File: src/rtl/rbi_demux_if.sv
// rbi_demux_if: groups the manager-side and subordinate-side RBI signals of
// rbi_demux into one bundle.
//   m_*      : single manager port (addr/wdata/mask/enables in, acks/err/rdata out)
//   s_*      : NUM_SUBS subordinate ports; addr/wdata/mask shared, enables,
//              acks and errors one bit per subordinate, rdata packed
//   busy     : demux is not idle
//   timeout  : one-cycle pulse when a forwarded transaction times out
// Modport "slave" is the demux's view, "master" is the view of whatever
// drives the manager requests and plays the subordinates.
interface rbi_demux_if #(
  parameter int ADDR_WIDTH     = 32,
  parameter int DATA_WIDTH     = 32,
  parameter int NUM_SUBS       = 4,
  parameter int SUB_ADDR_WIDTH = 12
);
  logic [ADDR_WIDTH-1:0]          m_addr;
  logic                           m_write_en;
  logic [DATA_WIDTH-1:0]          m_wdata;
  logic [DATA_WIDTH-1:0]          m_wbit_mask;
  logic                           m_write_ack;
  logic                           m_write_err;
  logic                           m_read_en;
  logic                           m_read_ack;
  logic [DATA_WIDTH-1:0]          m_rdata;
  logic                           m_read_err;

  logic [SUB_ADDR_WIDTH-1:0]      s_addr;
  logic [DATA_WIDTH-1:0]          s_wdata;
  logic [DATA_WIDTH-1:0]          s_wbit_mask;
  logic [NUM_SUBS-1:0]            s_write_en;
  logic [NUM_SUBS-1:0]            s_write_ack;
  logic [NUM_SUBS-1:0]            s_write_err;
  logic [NUM_SUBS-1:0]            s_read_en;
  logic [NUM_SUBS-1:0]            s_read_ack;
  logic [NUM_SUBS*DATA_WIDTH-1:0] s_rdata;
  logic [NUM_SUBS-1:0]            s_read_err;

  logic                           busy;
  logic                           timeout;

  modport slave (
    input  m_addr, m_write_en, m_wdata, m_wbit_mask, m_read_en,
    output m_write_ack, m_write_err, m_read_ack, m_rdata, m_read_err,
    output s_addr, s_wdata, s_wbit_mask, s_write_en, s_read_en,
    input  s_write_ack, s_write_err, s_read_ack, s_rdata, s_read_err,
    output busy, timeout
  );

  modport master (
    output m_addr, m_write_en, m_wdata, m_wbit_mask, m_read_en,
    input  m_write_ack, m_write_err, m_read_ack, m_rdata, m_read_err,
    input  s_addr, s_wdata, s_wbit_mask, s_write_en, s_read_en,
    output s_write_ack, s_write_err, s_read_ack, s_rdata, s_read_err,
    input  busy, timeout
  );
endinterface

File: src/rtl/rbi_demux.sv
// rbi_demux: fans one RBI manager port out to NUM_SUBS subordinates using
// fixed 2^SUB_ADDR_WIDTH-byte windows starting at BASE_ADDR. One transaction
// is in flight at a time; out-of-window requests get an error response and
// a subordinate that never acks is abandoned after TIMEOUT_CYCLES.
// Ports:
//   clk, rst_n : clock, asynchronous active-low reset
//   bus        : rbi_demux_if.slave (manager side, subordinate side, busy,
//                timeout)
//
// state | meaning
// ------+----------------------------------------------------------------
// IDLE  | waiting for a manager request
// FWD   | s_*_en[idx] asserted, waiting for that subordinate's ack
// RESP  | single cycle presenting the registered ack/err/rdata to manager
module rbi_demux #(
  parameter int                    ADDR_WIDTH     = 32,
  parameter int                    DATA_WIDTH     = 32,
  parameter int                    NUM_SUBS       = 4,
  parameter int                    SUB_ADDR_WIDTH = 12,
  parameter logic [ADDR_WIDTH-1:0] BASE_ADDR      = '0,
  parameter int                    TIMEOUT_CYCLES = 255
) (
  input  logic       clk,
  input  logic       rst_n,
  rbi_demux_if.slave bus
);

  localparam int IDX_W   = (NUM_SUBS > 1) ? $clog2(NUM_SUBS) : 1;
  localparam int CNT_W   = (TIMEOUT_CYCLES > 1) ? $clog2(TIMEOUT_CYCLES) : 1;
  localparam int TO_LAST = (TIMEOUT_CYCLES > 0) ? TIMEOUT_CYCLES - 1 : 0;

  typedef enum logic [1:0] {IDLE, FWD, RESP} state_t;

  state_t state_q, state_d;

  logic [CNT_W-1:0]          cnt_q, cnt_d;
  logic [SUB_ADDR_WIDTH-1:0] addr_q;
  logic [DATA_WIDTH-1:0]     wdata_q;
  logic [DATA_WIDTH-1:0]     mask_q;
  logic [IDX_W-1:0]          idx_q;
  logic                      is_wr_q;

  logic                      write_ack_q, write_err_q;
  logic                      read_ack_q, read_err_q;
  logic [DATA_WIDTH-1:0]     rdata_q;
  logic                      timeout_q;

  logic                      load;
  logic                      resp_wr, resp_rd, resp_err, resp_to;
  logic [DATA_WIDTH-1:0]     resp_data;

  // Address decode. A wrap in the subtraction only happens below BASE_ADDR,
  // which the >= test already rejects.
  logic [ADDR_WIDTH-1:0] off, off_hi;
  logic                  hit;

  assign off    = bus.m_addr - BASE_ADDR;
  assign off_hi = off >> SUB_ADDR_WIDTH;
  assign hit    = (bus.m_addr >= BASE_ADDR) && (off_hi < ADDR_WIDTH'(NUM_SUBS));

  // Selected subordinate's response; acks on other indices never reach the FSM.
  logic                  sel_wack, sel_werr, sel_rack, sel_rerr, sel_ack;
  logic [DATA_WIDTH-1:0] sel_rdata;

  always_comb begin
    sel_wack  = 1'b0;
    sel_werr  = 1'b0;
    sel_rack  = 1'b0;
    sel_rerr  = 1'b0;
    sel_rdata = '0;
    for (int i = 0; i < NUM_SUBS; i++) begin
      if (idx_q == IDX_W'(i)) begin
        sel_wack  = bus.s_write_ack[i];
        sel_werr  = bus.s_write_err[i];
        sel_rack  = bus.s_read_ack[i];
        sel_rerr  = bus.s_read_err[i];
        sel_rdata = bus.s_rdata[i*DATA_WIDTH +: DATA_WIDTH];
      end
    end
  end

  assign sel_ack = is_wr_q ? sel_wack : sel_rack;

  always_ff @(posedge clk or negedge rst_n) begin
    if (!rst_n) state_q <= IDLE;
    else        state_q <= state_d;
  end

  always_comb begin
    state_d   = state_q;
    cnt_d     = cnt_q;
    load      = 1'b0;
    resp_wr   = 1'b0;
    resp_rd   = 1'b0;
    resp_err  = 1'b0;
    resp_to   = 1'b0;
    resp_data = '0;
    case (state_q)
      IDLE: begin
        cnt_d = '0;
        if (bus.m_write_en || bus.m_read_en) begin
          load = 1'b1;
          if (bus.m_write_en && bus.m_read_en) begin
            // Ambiguous request: answer both sides with an error, touch nothing.
            state_d  = RESP;
            resp_wr  = 1'b1;
            resp_rd  = 1'b1;
            resp_err = 1'b1;
          end else if (hit) begin
            state_d = FWD;
          end else begin
            state_d  = RESP;
            resp_wr  = bus.m_write_en;
            resp_rd  = bus.m_read_en;
            resp_err = 1'b1;
          end
        end
      end
      FWD: begin
        if (sel_ack) begin
          state_d   = RESP;
          resp_wr   = is_wr_q;
          resp_rd   = !is_wr_q;
          resp_err  = is_wr_q ? sel_werr : sel_rerr;
          resp_data = is_wr_q ? '0 : sel_rdata;
        end else if (TIMEOUT_CYCLES != 0) begin
          if (cnt_q == CNT_W'(TO_LAST)) begin
            state_d  = RESP;
            resp_wr  = is_wr_q;
            resp_rd  = !is_wr_q;
            resp_err = 1'b1;
            resp_to  = 1'b1;
          end else begin
            cnt_d = cnt_q + CNT_W'(1);
          end
        end
      end
      RESP:    state_d = IDLE;
      default: state_d = IDLE;
    endcase
  end

  always_ff @(posedge clk or negedge rst_n) begin
    if (!rst_n) begin
      cnt_q       <= '0;
      addr_q      <= '0;
      wdata_q     <= '0;
      mask_q      <= '0;
      idx_q       <= '0;
      is_wr_q     <= 1'b0;
      write_ack_q <= 1'b0;
      write_err_q <= 1'b0;
      read_ack_q  <= 1'b0;
      read_err_q  <= 1'b0;
      rdata_q     <= '0;
      timeout_q   <= 1'b0;
    end else begin
      cnt_q <= cnt_d;
      if (load) begin
        addr_q  <= off[SUB_ADDR_WIDTH-1:0];
        wdata_q <= bus.m_wdata;
        mask_q  <= bus.m_wbit_mask;
        idx_q   <= off_hi[IDX_W-1:0];
        is_wr_q <= bus.m_write_en;
      end
      // Response flops are loaded only on entry to RESP, so they read 0
      // in every other cycle.
      write_ack_q <= resp_wr;
      write_err_q <= resp_wr && resp_err;
      read_ack_q  <= resp_rd;
      read_err_q  <= resp_rd && resp_err;
      rdata_q     <= resp_data;
      timeout_q   <= resp_to;
    end
  end

  // Enables decode straight from the state register so an async reset
  // drops them immediately.
  logic [NUM_SUBS-1:0] wen, ren;

  always_comb begin
    wen = '0;
    ren = '0;
    for (int i = 0; i < NUM_SUBS; i++) begin
      wen[i] = (state_q == FWD) && is_wr_q  && (idx_q == IDX_W'(i));
      ren[i] = (state_q == FWD) && !is_wr_q && (idx_q == IDX_W'(i));
    end
  end

  assign bus.s_write_en  = wen;
  assign bus.s_read_en   = ren;
  assign bus.s_addr      = addr_q;
  assign bus.s_wdata     = wdata_q;
  assign bus.s_wbit_mask = mask_q;

  assign bus.m_write_ack = write_ack_q;
  assign bus.m_write_err = write_err_q;
  assign bus.m_read_ack  = read_ack_q;
  assign bus.m_read_err  = read_err_q;
  assign bus.m_rdata     = rdata_q;
  assign bus.busy        = (state_q != IDLE);
  assign bus.timeout     = timeout_q;

endmodule

File: src/flat_wrapper.sv
// flat-port wrapper written by rule: the top's interface ports become plain ports
module rbi_demux_flat 
#(
  parameter int                    ADDR_WIDTH     = 32,
  parameter int                    DATA_WIDTH     = 32,
  parameter int                    NUM_SUBS       = 4,
  parameter int                    SUB_ADDR_WIDTH = 12,
  parameter logic [ADDR_WIDTH-1:0] BASE_ADDR      = '0,
  parameter int                    TIMEOUT_CYCLES = 255
)
  (clk, rst_n, bus_m_addr, bus_m_write_en, bus_m_wdata, bus_m_wbit_mask, bus_m_read_en, bus_m_write_ack, bus_m_write_err, bus_m_read_ack, bus_m_rdata, bus_m_read_err, bus_s_addr, bus_s_wdata, bus_s_wbit_mask, bus_s_write_en, bus_s_read_en, bus_s_write_ack, bus_s_write_err, bus_s_read_ack, bus_s_rdata, bus_s_read_err, bus_busy, bus_timeout);
  rbi_demux_if #(.ADDR_WIDTH(ADDR_WIDTH), .DATA_WIDTH(DATA_WIDTH), .NUM_SUBS(NUM_SUBS), .SUB_ADDR_WIDTH(SUB_ADDR_WIDTH)) bus_i ();
  input  logic clk;
  input  logic rst_n;
  input wire logic [$bits(bus_i.m_addr)-1:0] bus_m_addr;
  input wire logic [$bits(bus_i.m_write_en)-1:0] bus_m_write_en;
  input wire logic [$bits(bus_i.m_wdata)-1:0] bus_m_wdata;
  input wire logic [$bits(bus_i.m_wbit_mask)-1:0] bus_m_wbit_mask;
  input wire logic [$bits(bus_i.m_read_en)-1:0] bus_m_read_en;
  output wire logic [$bits(bus_i.m_write_ack)-1:0] bus_m_write_ack;
  output wire logic [$bits(bus_i.m_write_err)-1:0] bus_m_write_err;
  output wire logic [$bits(bus_i.m_read_ack)-1:0] bus_m_read_ack;
  output wire logic [$bits(bus_i.m_rdata)-1:0] bus_m_rdata;
  output wire logic [$bits(bus_i.m_read_err)-1:0] bus_m_read_err;
  output wire logic [$bits(bus_i.s_addr)-1:0] bus_s_addr;
  output wire logic [$bits(bus_i.s_wdata)-1:0] bus_s_wdata;
  output wire logic [$bits(bus_i.s_wbit_mask)-1:0] bus_s_wbit_mask;
  output wire logic [$bits(bus_i.s_write_en)-1:0] bus_s_write_en;
  output wire logic [$bits(bus_i.s_read_en)-1:0] bus_s_read_en;
  input wire logic [$bits(bus_i.s_write_ack)-1:0] bus_s_write_ack;
  input wire logic [$bits(bus_i.s_write_err)-1:0] bus_s_write_err;
  input wire logic [$bits(bus_i.s_read_ack)-1:0] bus_s_read_ack;
  input wire logic [$bits(bus_i.s_rdata)-1:0] bus_s_rdata;
  input wire logic [$bits(bus_i.s_read_err)-1:0] bus_s_read_err;
  output wire logic [$bits(bus_i.busy)-1:0] bus_busy;
  output wire logic [$bits(bus_i.timeout)-1:0] bus_timeout;
  assign bus_i.m_addr = bus_m_addr;
  assign bus_i.m_write_en = bus_m_write_en;
  assign bus_i.m_wdata = bus_m_wdata;
  assign bus_i.m_wbit_mask = bus_m_wbit_mask;
  assign bus_i.m_read_en = bus_m_read_en;
  assign bus_m_write_ack = bus_i.m_write_ack;
  assign bus_m_write_err = bus_i.m_write_err;
  assign bus_m_read_ack = bus_i.m_read_ack;
  assign bus_m_rdata = bus_i.m_rdata;
  assign bus_m_read_err = bus_i.m_read_err;
  assign bus_s_addr = bus_i.s_addr;
  assign bus_s_wdata = bus_i.s_wdata;
  assign bus_s_wbit_mask = bus_i.s_wbit_mask;
  assign bus_s_write_en = bus_i.s_write_en;
  assign bus_s_read_en = bus_i.s_read_en;
  assign bus_i.s_write_ack = bus_s_write_ack;
  assign bus_i.s_write_err = bus_s_write_err;
  assign bus_i.s_read_ack = bus_s_read_ack;
  assign bus_i.s_rdata = bus_s_rdata;
  assign bus_i.s_read_err = bus_s_read_err;
  assign bus_busy = bus_i.busy;
  assign bus_timeout = bus_i.timeout;
  rbi_demux #(.ADDR_WIDTH(ADDR_WIDTH), .DATA_WIDTH(DATA_WIDTH), .NUM_SUBS(NUM_SUBS), .SUB_ADDR_WIDTH(SUB_ADDR_WIDTH), .BASE_ADDR(BASE_ADDR), .TIMEOUT_CYCLES(TIMEOUT_CYCLES)) u_core (.clk(clk), .rst_n(rst_n), .bus(bus_i));
endmodule
File: config.mk
export PLATFORM = sky130hd
export DESIGN_NAME = rbi_demux_flat
export DESIGN_NICKNAME = d
export VERILOG_FILES = /design/src/rtl/rbi_demux_if.sv /design/src/rtl/rbi_demux.sv /design/src/flat_wrapper.sv
export SDC_FILE = /design/constraint.sdc
export NUM_CORES = 1
export LEC_CHECK = 0
export ABC_AREA = 1
export CAP_MARGIN = 20
export CORE_AREA = 2 2 141 143
export CTS_CLUSTER_SIZE = 10
export DETAILED_ROUTE_END_ITERATION = 16
export DIE_AREA = 0 0 143 145
export MAX_ROUTING_LAYER = met4
export PLACE_DENSITY = 0.74
export REMOVE_ABC_BUFFERS = 1
export SLEW_MARGIN = 20
export SYNTH_ARGS = -nofsm -noshare
export SYNTH_HDL_FRONTEND = slang
export SYNTH_SLANG_ARGS = --single-unit
File: constraint.sdc
create_clock -name clk -period 1.8 [get_ports clk]
set_input_delay 0.36 -clock clk [delete_from_list [all_inputs] [get_ports clk]]
set_output_delay 0.36 -clock clk [all_outputs]
set_load 0.005 [all_outputs]
After elaboration in Yosys (flattened, before gate mapping)
Index checks and enable logic that the tools add are counted.
Word-level totals
  register bits: 126
  input port bits: 244
  output and inout bits: 122
  logic and storage cells: 103
Cells by class
  add/sub/neg operators: 1
  $lt $le $gt $ge: 2
  equality and inequality tests: 9
  mux-type cells: 56
  reduce and logical (&&, ||, !) cells: 22
Operators with widths (number)
  $mux 32: 7
  $mux 1: 37
  $ge 32x1->1 const B: 1
  $lt 20x3->1 const B: 1
  $mux 8: 2
  $pmux 8 s2: 1
  $logic_and 1x1->1: 14
  $mux 2: 5
  $add 8x1->8 const B: 1
  $eq 8x8->1 const B: 1
  $pmux 1 s2: 3
  $eq 2x1->1 const B: 2
  $eq 2x2->1 const B: 2
  $logic_not 2->1: 2
  $ne 2x2->1 const B: 2
  $pmux 2 s2: 1
  $reduce_bool 2->1: 2
  $ne 3x1->1 const B: 1
  $reduce_and 3->1: 1
  $ne 2x1->1 const B: 1
  $reduce_and 2->1: 1
  $logic_not 1->1: 1
  $logic_or 1x1->1: 1

Longest topological paths before layout
  depth after elaboration: 9
  mapped depth: 14
  gate-level depth less buffers: 12

Worst setup path before layout
OpenSTA, ideal clock, no wires.
  path kind: register -> output
  start point: register u_core.idx_q[0]
  end point: output port bus_s_read_en[0]
  data arrival time: 1213 ps
  required time: 1440 ps
  path slack: 227 ps
  cell stages (with the launch flop): 6
  path buffers: 2
  path through: dfrtp_1 > buf_4 > nor2_1 > clkinv_1 > clkbuf_1 > nor2_1
On the way
  longest elaborated chain between the ends: 2
RTL lines
  from (decl): line rbi_demux.sv:40  | logic [IDX_W-1:0] idx_q;
  from (signal assigned): line rbi_demux.sv:163  | idx_q <= off_hi[IDX_W-1:0];
  $logic_not 2->1: line rbi_demux.sv:186  | ren[i] = (state_q == FWD) && !is_wr_q && (idx_q == IDX_W'(i));
  $logic_and 1x1->1: line rbi_demux.sv:186
  to (decl): line flat_wrapper.sv:29  | output wire logic [$bits(bus_i.s_read_en)-1:0] bus_s_read_en;
Every way passes these cells.

Final worst setup path
  start point: register u_core.state_q[1]
  end point: output port bus_s_write_en[0]
On the way
  longest elaborated chain between the ends: 3
RTL lines
  from (decl): line rbi_demux.sv:34  | state_t state_q, state_d;
  from (signal assigned): line rbi_demux.sv:86  | else state_q <= state_d;
  $eq 2x1->1: line rbi_demux.sv:185  | wen[i] = (state_q == FWD) && is_wr_q && (idx_q == IDX_W'(i));
  $logic_and 1x1->1 (2 in a row): line rbi_demux.sv:185
  to (decl): line flat_wrapper.sv:28  | output wire logic [$bits(bus_i.s_write_en)-1:0] bus_s_write_en;
Every way passes these cells.

==> results_dict.tcl <==
set metrics [dict create \
    gp_congestion 0.918 \
    async_flop_share 1.00 \
    grt_setup_unrepaired "true" \
    vias_per_cell 4.63 \
    status "completed" \
    start_util 0.312 \
    synth-adder-area-share 0.00418 \
    netlist_instances 728 \
    drc 0 \
    cp.arrival_ns 1.43 \
    globalRouteOverflowTotal 0 \
    finalCritPeriodShare 0.997 \
    worstReg2RegEnd "u_core.bus.m_read_err" \
    muxShareOfSynthArea 0 \
    first_iter_violations 279 \
    port_buffers 365 \
    final-max-slew-violation-count 0 \
    mostFrequentLayoutCell "clkdlybuf4s50_1" \
    core_sq_um 19200 \
    grt_usage 0.220 \
    drive_gt1_frac 0.150 \
    cp_max_fo 4 \
    wl_per_cell_um 16.2 \
    cts_made_buffers 17 \
    min_path_type "in -> async" \
    path_class "reg -> out" \
    area_growth_pct 81.8 \
    post-route-util 0.567 \
    grt_pass1_wl_mm 33.9 \
    cts_sinks 126 \
    synth_area_sq_um 5990 \
    synth_flop_cell "dfrtp_1" \
    fill_cells 1716 \
    avgSynthCellArea_sq_um 8.23 \
    timing.fmax_mhz 557 \
    dr.pass1.iters 5 \
    drv_cap 0 \
    r2r-start "u_core.state_q[0]" \
    cts_root_buf "clkbuf_16" \
    ys_seq_area_frac 0.526 \
    leakagePower_uw 0.00484 \
    fin_nets 1366 \
    skew_ns 0.00665 \
    regToRegSetupSlack_ns 0.08 \
    grt_max_degree 65 \
    cts_buffer_depth 2 \
    synth_top_family_by_area "simple AND/OR/NAND/NOR gates" \
    cts_max_level 4 \
    clock_latency_ns 0.42 \
    die-area_sq_um 20700 \
    synth_compound_area_frac 0.107 \
    maxSlewHeadroom 0.732 \
    rr_worst_depth 14 \
    holdWs_ns 0.413 \
    placementRows 51 \
    end_kind "output port" \
    ant_nets 0 \
    synth-seq-cells 126 \
    synth.largest_area_cell "dfrtp_1" \
    hold_violations 0 \
    p_per_area_nw_per_um2 885 \
    synth_cell_types 29 \
    cts_tree "built" \
    start_kind "register" \
    synth_top_area_frac 0.526 \
    synthSimpleGateAreaFrac 0.304 \
    setup-tns-final_ns 0 \
    finalSetupViolations 0 \
    tightestPinTransition_ns 0.402 \
    fp.dieH_um 145 \
    setup.worst_path.start "u_core.state_q[1]" \
    grt_pass1_vias 6246 \
    cp.required_ns 1.44 \
    routed_wl_mm 22.6 \
    num_io_pins 366 \
    yosys_warnings 0 \
    antenna_found_initial 1 \
    path_clk_slew_ns 0.06 \
    synth_xor_area_frac 0.00731 \
    die_w_um 143 \
    synth_edf_count 0 \
    synth.area.top_cells "dfrtp_1, nand2_1, o21ai_0" \
    dp_hpwl_mm 17.1 \
    vdd_drop_max_mv 0.543 \
    finalPower_uw 9630 \
    num_vias 6483 \
    final_cell_mix "clkdlybuf4s50_1, nand2_1, dfrtp_1, o21ai_0, buf_4" \
    period_needed_ns 1.79 \
]
synth_stat cells (4+ instances only):
library cell / count
nand2_1: 316
dfrtp_1: 126
o21ai_0: 52
nor2_1: 32
nand3_1: 26
inv_1: 24
clkbuf_1: 21
or2_2: 21
buf_2: 18
o221ai_1: 15
nor3_2: 14
a211oi_2: 13
o21ai_1: 8
nand2_2: 7
nand4_1: 5
nor3_1: 5
inv_2: 4
xnor2_1: 4
worst max-delay path, cell delays in order (launching register included):
cell and delay, ns:
dfrtp_1 0.38, nor2_2 0.14, inv_2 0.09, nor2_4 0.13
inv_4 0.08, nor2_4 0.09, buf_2 0.11
per-layer routing:
layer | share of wire | global-route usage | up-vias
met5 | 0 | - | -
met4 | 0.029 | 0.0871 | 0
met3 | 0.082 | 0.0614 | 41
met2 | 0.49 | 0.358 | 312
met1 | 0.40 | 0.256 | 2994
li1 | - | - | 3136
power breakdown:
group	leakage [uW]	internal, uW	switching, uW	total, uW
logic	0.00294	1510	1290	2800
registers	0.00161	3150	186	3340
clock network	0.000280	2110	1380	3490
flip-flops by register name, indices dropped and copies added, names as in the netlist:
signal / flops
u_core.bus.m_rdata: 32
u_core.bus.s_wbit_mask: 32
u_core.bus.s_wdata: 32
u_core.bus.s_addr: 12
u_core.cnt_q: 8
u_core.idx_q: 2
u_core.state_q: 2
u_core.bus.m_read_ack: 1
u_core.bus.m_read_err: 1
u_core.bus.m_write_ack: 1
u_core.bus.m_write_err: 1
u_core.bus.timeout: 1
u_core.is_wr_q: 1
logic make-up (layout without fill, tap and decap cells):
logic type	after synthesis	count (layout)
fa+ha+maj	2	2
buf+inv	72	477
compound gates	95	95
flops	126	126
xor+xnor	5	5
other cells	0	1
simple gates	428	428
final cells by class:
| class | instances | area [sq um] | share of cell area |
|---|---|---|---|
| inverters | 30 | 119 | 0.0109 |
| clock buffers | 19 | 443 | 0.0407 |
| clock inverters | 13 | 154 | 0.0141 |
| repair buffers | 415 | 4090 | 0.375 |
| well taps | 265 | 332 | 0.0304 |
| flip-flops and latches | 126 | 3150 | 0.290 |
| multi-input cells | 530 | 2600 | 0.239 |
| diodes | 1 | 2.50 | 0.000230 |
metrics by stage:
stage	instance area, sq um	setup slack [ns]	cells
detailed placement	10100	-0.0763	1352
floorplan	5790	-4.18	686
global route	10900	-0.0673	1399
global placement	10100	-0.0383	1352
finish	10900	0.00564	1399
CTS	10800	-0.0754	1395
worst max path at each step:
stage,depth (start not counted),endpoint
finish,6,bus_s_write_en[0]
global route,7,bus_s_write_en[0]
CTS,7,bus_s_write_en[0]
detailed placement,7,bus_s_write_en[0]
global placement,6,bus_s_write_en[0]
floorplan,5,u_core.state_q[0]
what timing repair did:
action | CTS | global route
pin swaps | 6 | 8
buffers inserted | 10 | 3
gates resized for setup | 49 | 14
hold buffers | 1 | 0
endpoints found under the hold margin | 30 | 0
setup endpoints to repair | 9 | 15
No activity file was read; power rests on OpenSTA's default activity.
